File: config.mk
export PLATFORM = sky130hd
export DESIGN_NAME = crypt_sequencer
export DESIGN_NICKNAME = d
export VERILOG_FILES = /design/src/rtl/crypt_pkg.sv /design/src/rtl/frame_counter.sv /design/src/rtl/crypt_sequencer.sv
export SDC_FILE = /design/constraint.sdc
export NUM_CORES = 1
export LEC_CHECK = 0
export ABC_AREA = 1
export BUFFER_PORTS_ARGS = -buffer_cell sky130_fd_sc_hd__buf_2
export CAP_MARGIN = 20
export CORE_MARGIN = 2
export CORE_UTILIZATION = 54
export DETAILED_ROUTE_END_ITERATION = 7
export GPL_ROUTABILITY_DRIVEN = 1
export PLACE_DENSITY = 0.82
export SYNTH_ARGS = -nofsm -noshare
export SYNTH_HDL_FRONTEND = slang
export SYNTH_HIERARCHICAL = 1
export SYNTH_SLANG_ARGS = --single-unit
File: constraint.sdc
create_clock -name clk -period 3.3 [get_ports clk]
set_clock_uncertainty 0.2 [all_clocks]
set_input_delay 0 -clock clk [delete_from_list [all_inputs] [get_ports clk]]
set_output_delay 0 -clock clk [all_outputs]
set_load 0.02 [all_outputs]
File: src/rtl/crypt_pkg.sv
// Shared types and default frame geometry for the pixel encryption datapath.
package crypt_pkg;

  // Frame geometry shared with image_read / image_write.
  localparam int DEF_HSIZE = 768;  // pixel bytes per row, RGB interleaved
  localparam int DEF_VSIZE = 512;  // rows per frame

  // Key-refresh policy for one frame.
  typedef enum logic [1:0] {
    BYPASS    = 2'd0,
    FRAME_KEY = 2'd1,
    ROW_KEY   = 2'd2,
    BEAT_KEY  = 2'd3
  } crypt_mode_t;

  // Frame sequencer states.
  typedef enum logic [1:0] {
    S_IDLE    = 2'd0,
    S_KEYLOAD = 2'd1,
    S_RUN     = 2'd2,
    S_DONE    = 2'd3
  } seq_state_t;

endpackage

File: src/rtl/frame_counter.sv
// Column/row beat position counter for one frame.
module frame_counter #(
  parameter int BEATS = 128,
  parameter int VSIZE = 512,
  parameter int CW    = $clog2(BEATS),
  parameter int RW    = $clog2(VSIZE)
) (
  input  logic          clk,
  input  logic          rst,
  input  logic          inc,
  input  logic          clr,
  output logic [CW-1:0] col,
  output logic [RW-1:0] row,
  output logic          last_col,
  output logic          last_beat
);

  assign last_col  = (col == CW'(BEATS - 1));
  assign last_beat = last_col && (row == RW'(VSIZE - 1));

  // Advance column per beat, wrapping into the next row; clear wins.
  // NOTE: sequential state uses non-blocking (<=) so every flop samples pre-edge values.
  always_ff @(posedge clk or posedge rst) begin
    if (rst) begin
      col <= '0;
      row <= '0;
    end else if (clr) begin
      col <= '0;
      row <= '0;
    end else if (inc) begin
      if (last_col) begin
        col <= '0;
        row <= row + RW'(1);
      end else begin
        col <= col + CW'(1);
      end
    end
  end

endmodule

File: src/rtl/crypt_sequencer.sv
// Frame-level controller: arms a frame, steps the key generator per key mode,
// gates ECB enable, tracks beat position and flags dropped beats.
module crypt_sequencer
  import crypt_pkg::*;
#(
  parameter int HSIZE = DEF_HSIZE,
  parameter int VSIZE = DEF_VSIZE,
  parameter int CW    = $clog2(HSIZE / 6),
  parameter int RW    = $clog2(VSIZE)
) (
  input  logic          clk,
  input  logic          rst,
  input  logic          start,
  input  logic [1:0]    mode,
  input  logic          hsync,
  output logic          key_step,
  output logic          enc_en,
  output logic [CW-1:0] col_cnt,
  output logic [RW-1:0] row_cnt,
  output logic          busy,
  output logic          frame_done,
  output logic          drop_err
);

  localparam int BEATS = HSIZE / 6;

  seq_state_t  state_q, state_d;
  crypt_mode_t mode_q, mode_d;
  logic        drop_d;
  logic        cnt_inc, cnt_clr;
  logic        last_col, last_beat;

  frame_counter #(
    .BEATS (BEATS),
    .VSIZE (VSIZE),
    .CW    (CW),
    .RW    (RW)
  ) u_frame_counter (
    .clk       (clk),
    .rst       (rst),
    .inc       (cnt_inc),
    .clr       (cnt_clr),
    .col       (col_cnt),
    .row       (row_cnt),
    .last_col  (last_col),
    .last_beat (last_beat)
  );

  // Next-state, counter control, Mealy key-step decode and drop detection.
  // NOTE: every output of this block gets a default first, so no path can infer a latch.
  always_comb begin
    state_d  = state_q;
    mode_d   = mode_q;
    drop_d   = drop_err;
    key_step = 1'b0;
    cnt_inc  = 1'b0;
    cnt_clr  = 1'b0;
    case (state_q)
      S_IDLE: begin
        if (start) begin
          mode_d  = crypt_mode_t'(mode);
          drop_d  = 1'b0;
          state_d = (crypt_mode_t'(mode) != BYPASS) ? S_KEYLOAD : S_RUN;
        end
      end
      S_KEYLOAD: begin
        // Fresh key at the top of every encrypted frame.
        key_step = 1'b1;
        state_d  = S_RUN;
      end
      S_RUN: begin
        if (hsync) begin
          cnt_inc = 1'b1;
          // The current beat uses the pre-step key; the step takes effect next beat.
          case (mode_q)
            ROW_KEY:  key_step = last_col && !last_beat;
            BEAT_KEY: key_step = !last_beat;
            default:  key_step = 1'b0;
          endcase
          if (last_beat) begin
            cnt_clr = 1'b1;
            state_d = S_DONE;
          end
        end
      end
      S_DONE:  state_d = S_IDLE;
      default: state_d = S_IDLE;
    endcase
    // A beat outside RUN is lost; this takes priority over the clear on start.
    if (hsync && state_q != S_RUN) drop_d = 1'b1;
  end

  // State and registered outputs, all derived from the next state.
  always_ff @(posedge clk or posedge rst) begin
    if (rst) begin
      state_q    <= S_IDLE;
      mode_q     <= BYPASS;
      enc_en     <= 1'b0;
      busy       <= 1'b0;
      frame_done <= 1'b0;
      drop_err   <= 1'b0;
    end else begin
      state_q    <= state_d;
      mode_q     <= mode_d;
      enc_en     <= (state_d == S_RUN) && (mode_d != BYPASS);
      busy       <= (state_d != S_IDLE);
      frame_done <= (state_d == S_DONE);
      drop_err   <= drop_d;
    end
  end

endmodule

==> metrics.txt <==
gr ovfl total 0; Starting Density 56.5%; CTS clk-pin slew, worst paths 140 ps; die height 54.9 um; leakage roughly 0.94 nW; Syn-to-layout area delta 23.2%; core area 0.00248 mm^2; commonest non-fill, non-tap cells in the layout nand2_1, inv_1, buf_2; Seq pwr share 36.5%; Mapped Cells 181; DP HPWL 2.13 mm; Hold Path Class input port to async pin; first-pass GRT wire length about 4.8 mm; Iteration-0 DRC Markers 37; crit share post-route 81.4%; Via density 5.05; sw frac between 40% and 50%; Residual DRC 0; hold slack 81.6 ps; initial antenna violation count 0; Hold Fails Final Rpt 0; net count after synthesis 194; Highest Clock Rate 372 MHz; MaxCap Viol Count 0; Antenna Nets Post-Route 0; routability cong. 0.811; clock power share 17.7%; fin crit period roughly 2700 ps; WS Path Type flip-flop to flip-flop; Final Setup Violations 0; # clock sinks 24; Clock Tree Root clkbuf_4; CTS tree done; # port buffers 26; CP required approximately 3300 ps; largest net degree at the start of global routing 17; clock buffer count from CTS 3; type of element launching the critical path flip-flop; Worst Tran Pin Value 618 ps; mapped cell area 0.00140 mm^2; final WL 2.91 mm; Netlist cell types 27; Peak VDD IR 620 uV; clock tree buffer depth 2; CP max FO 5; status finished, final reports clean; wire per inst 11.6 um; total negative slack 0 ps; die width 54.9 um; pwr/cell area a little under 700 mW/mm^2; H-tree depth 1; post_cts resized 0; Clock Latency Late Sink 320 ps; vias in the first global route 1170; syn_area_per_cell 7.74 um^2; Power Internal approximately 700 uW; Nets 235; unrepaired setup endpoints after global routing false; Comb power frac 45.7%; Crit. End Element flip-flop; gr usage total 21.9%; row count 18; Worst Path Arrival 2690 ps; Fillers 203; register area share after synthesis roughly 43%; most common cell after layout, fill and taps aside nand2_1; Yosys warnings 6; vias post-DR 1267; slew margin rel. slightly below 60%; Ant. Diodes 0; Max Transition Viols Final 0; DRT Pass-1 Iters 4; DIE AREA about 0.0030 mm^2; I/O pins 27; layout cells sized above 1 21.3%; total net switching power 499 uW; #FFs+latches synth 24
-- synthesized netlist by cell type (all sizes together) --
master | n | area share [%]
a22o | 1 | 0.63
xnor2 | 1 | 0.63
nand2 | 54 | 17
o21ai | 3 | 1.1
o21a | 1 | 0.54
buf | 1 | 0.36
inv | 30 | 8.0
nand3b | 1 | 0.54
nor3b | 1 | 0.54
nor2 | 28 | 9.1
nand3 | 16 | 5.7
dfrtp | 24 | 43
xor2 | 1 | 0.63
nor3 | 3 | 1.4
a21oi | 3 | 1.1
ha | 7 | 6.3
o21bai | 2 | 1.9
nand4 | 3 | 1.3
a21boi | 1 | 0.54
-- metal layers --
layer	vias to the layer above	global-route usage [%]	share of wire (%)	wire length (um)
met5	-	0	0	0
met4	0	7.32	1.0	30
met3	5	4.03	3.0	86
met2	23	41.1	52	1510
met1	596	24.8	44	1280
li1	643	-	-	-
-- flip-flops by register name, summed over array words and instances, names as in the netlist --
| signal | count |
|---|---|
| u_frame_counter/row | 9 |
| u_frame_counter/col | 7 |
| drop_err | 1 |
| mode_q | 2 |
| enc_en | 1 |
| busy | 1 |
| state_q | 2 |
| frame_done | 1 |
-- cell families after synthesis --
group	after synthesis	synth area share, %
buffers and inverters	31	8.40
XOR/XNOR	2	1.25
AND/OR/NAND/NOR	106	35.5
flip-flops	24	42.9
AO/OA/AOI/OAI	11	5.72
adder cells (fa/ha/maj)	7	6.26
-- worst max-delay path, stage by stage (launching register included) --
cell and delay [ps]:
dfrtp_1 430, ha_1 210, nand2_1 90, nor2_1 170
nand3_1 120, nor2_1 110, ha_1 150, inv_1 40
nor2_1 140, inv_1 70, nor2_1 180, nor2_1 140
nor2_1 230, nand2_1 100, xor2_1 140, nor2_1 60
-- power groups by stage --
stage	Combinational, mW	Sequential [mW]	Clock [mW]
2_1_floorplan	0.307	0.505	0
3_3_place_gp	0.483	0.440	0
3_5_place_dp	0.503	0.444	0
4_1_cts	0.549	0.439	0.219
5_1_grt	0.609	0.449	0.230
6_report	0.549	0.438	0.213
-- what timing repair did --
item / 4_1_cts / 5_1_grt
endpoints found under the hold margin: 34 / 0
hold buffers: 11 / 0
buffers inserted: 0 / 0
-- metrics by stage --
stage               total power [mW]  setup slack (ps)  utilization [%]  area (um^2)  std cells
finish                          1.20               614             69.6         1730        251
floorplan                      0.812               826                -         1400        181
CTS                             1.21               639             69.6         1730        251
detailed placement             0.947               681             63.1         1560        236
global route                    1.29               254             69.6         1730        251
global placement               0.923               843             63.1         1560        236
-- worst paths after layout --
kind,startpoint,to,slack [ps],cells after the start
max in group asynchronous,rst,drop_err,2140,4
min reg2reg,u_frame_counter/row[8],u_frame_counter/row[8],330,2
min,rst,u_frame_counter/row[8],80,3
max,u_frame_counter/row[1],u_frame_counter/col[3],610,15
max reg2reg,u_frame_counter/row[1],u_frame_counter/col[3],610,15
min in group clk,u_frame_counter/row[8],u_frame_counter/row[8],330,2
-- final cells by class --
| cell class | count | area, um^2 | area share (%) |
|---|---|---|---|
| Clock inverter | 1 | 30.0 | 1.74 |
| Clock buffer | 3 | 22.5 | 1.31 |
| Timing Repair Buffer | 37 | 240 | 13.9 |
| Tap cell | 30 | 37.5 | 2.18 |
| Sequential cell | 24 | 601 | 34.8 |
| Multi-Input combinational cell | 126 | 682 | 39.5 |
| Inverter | 30 | 113 | 6.53 |
(Power assumes the default switching activity.)
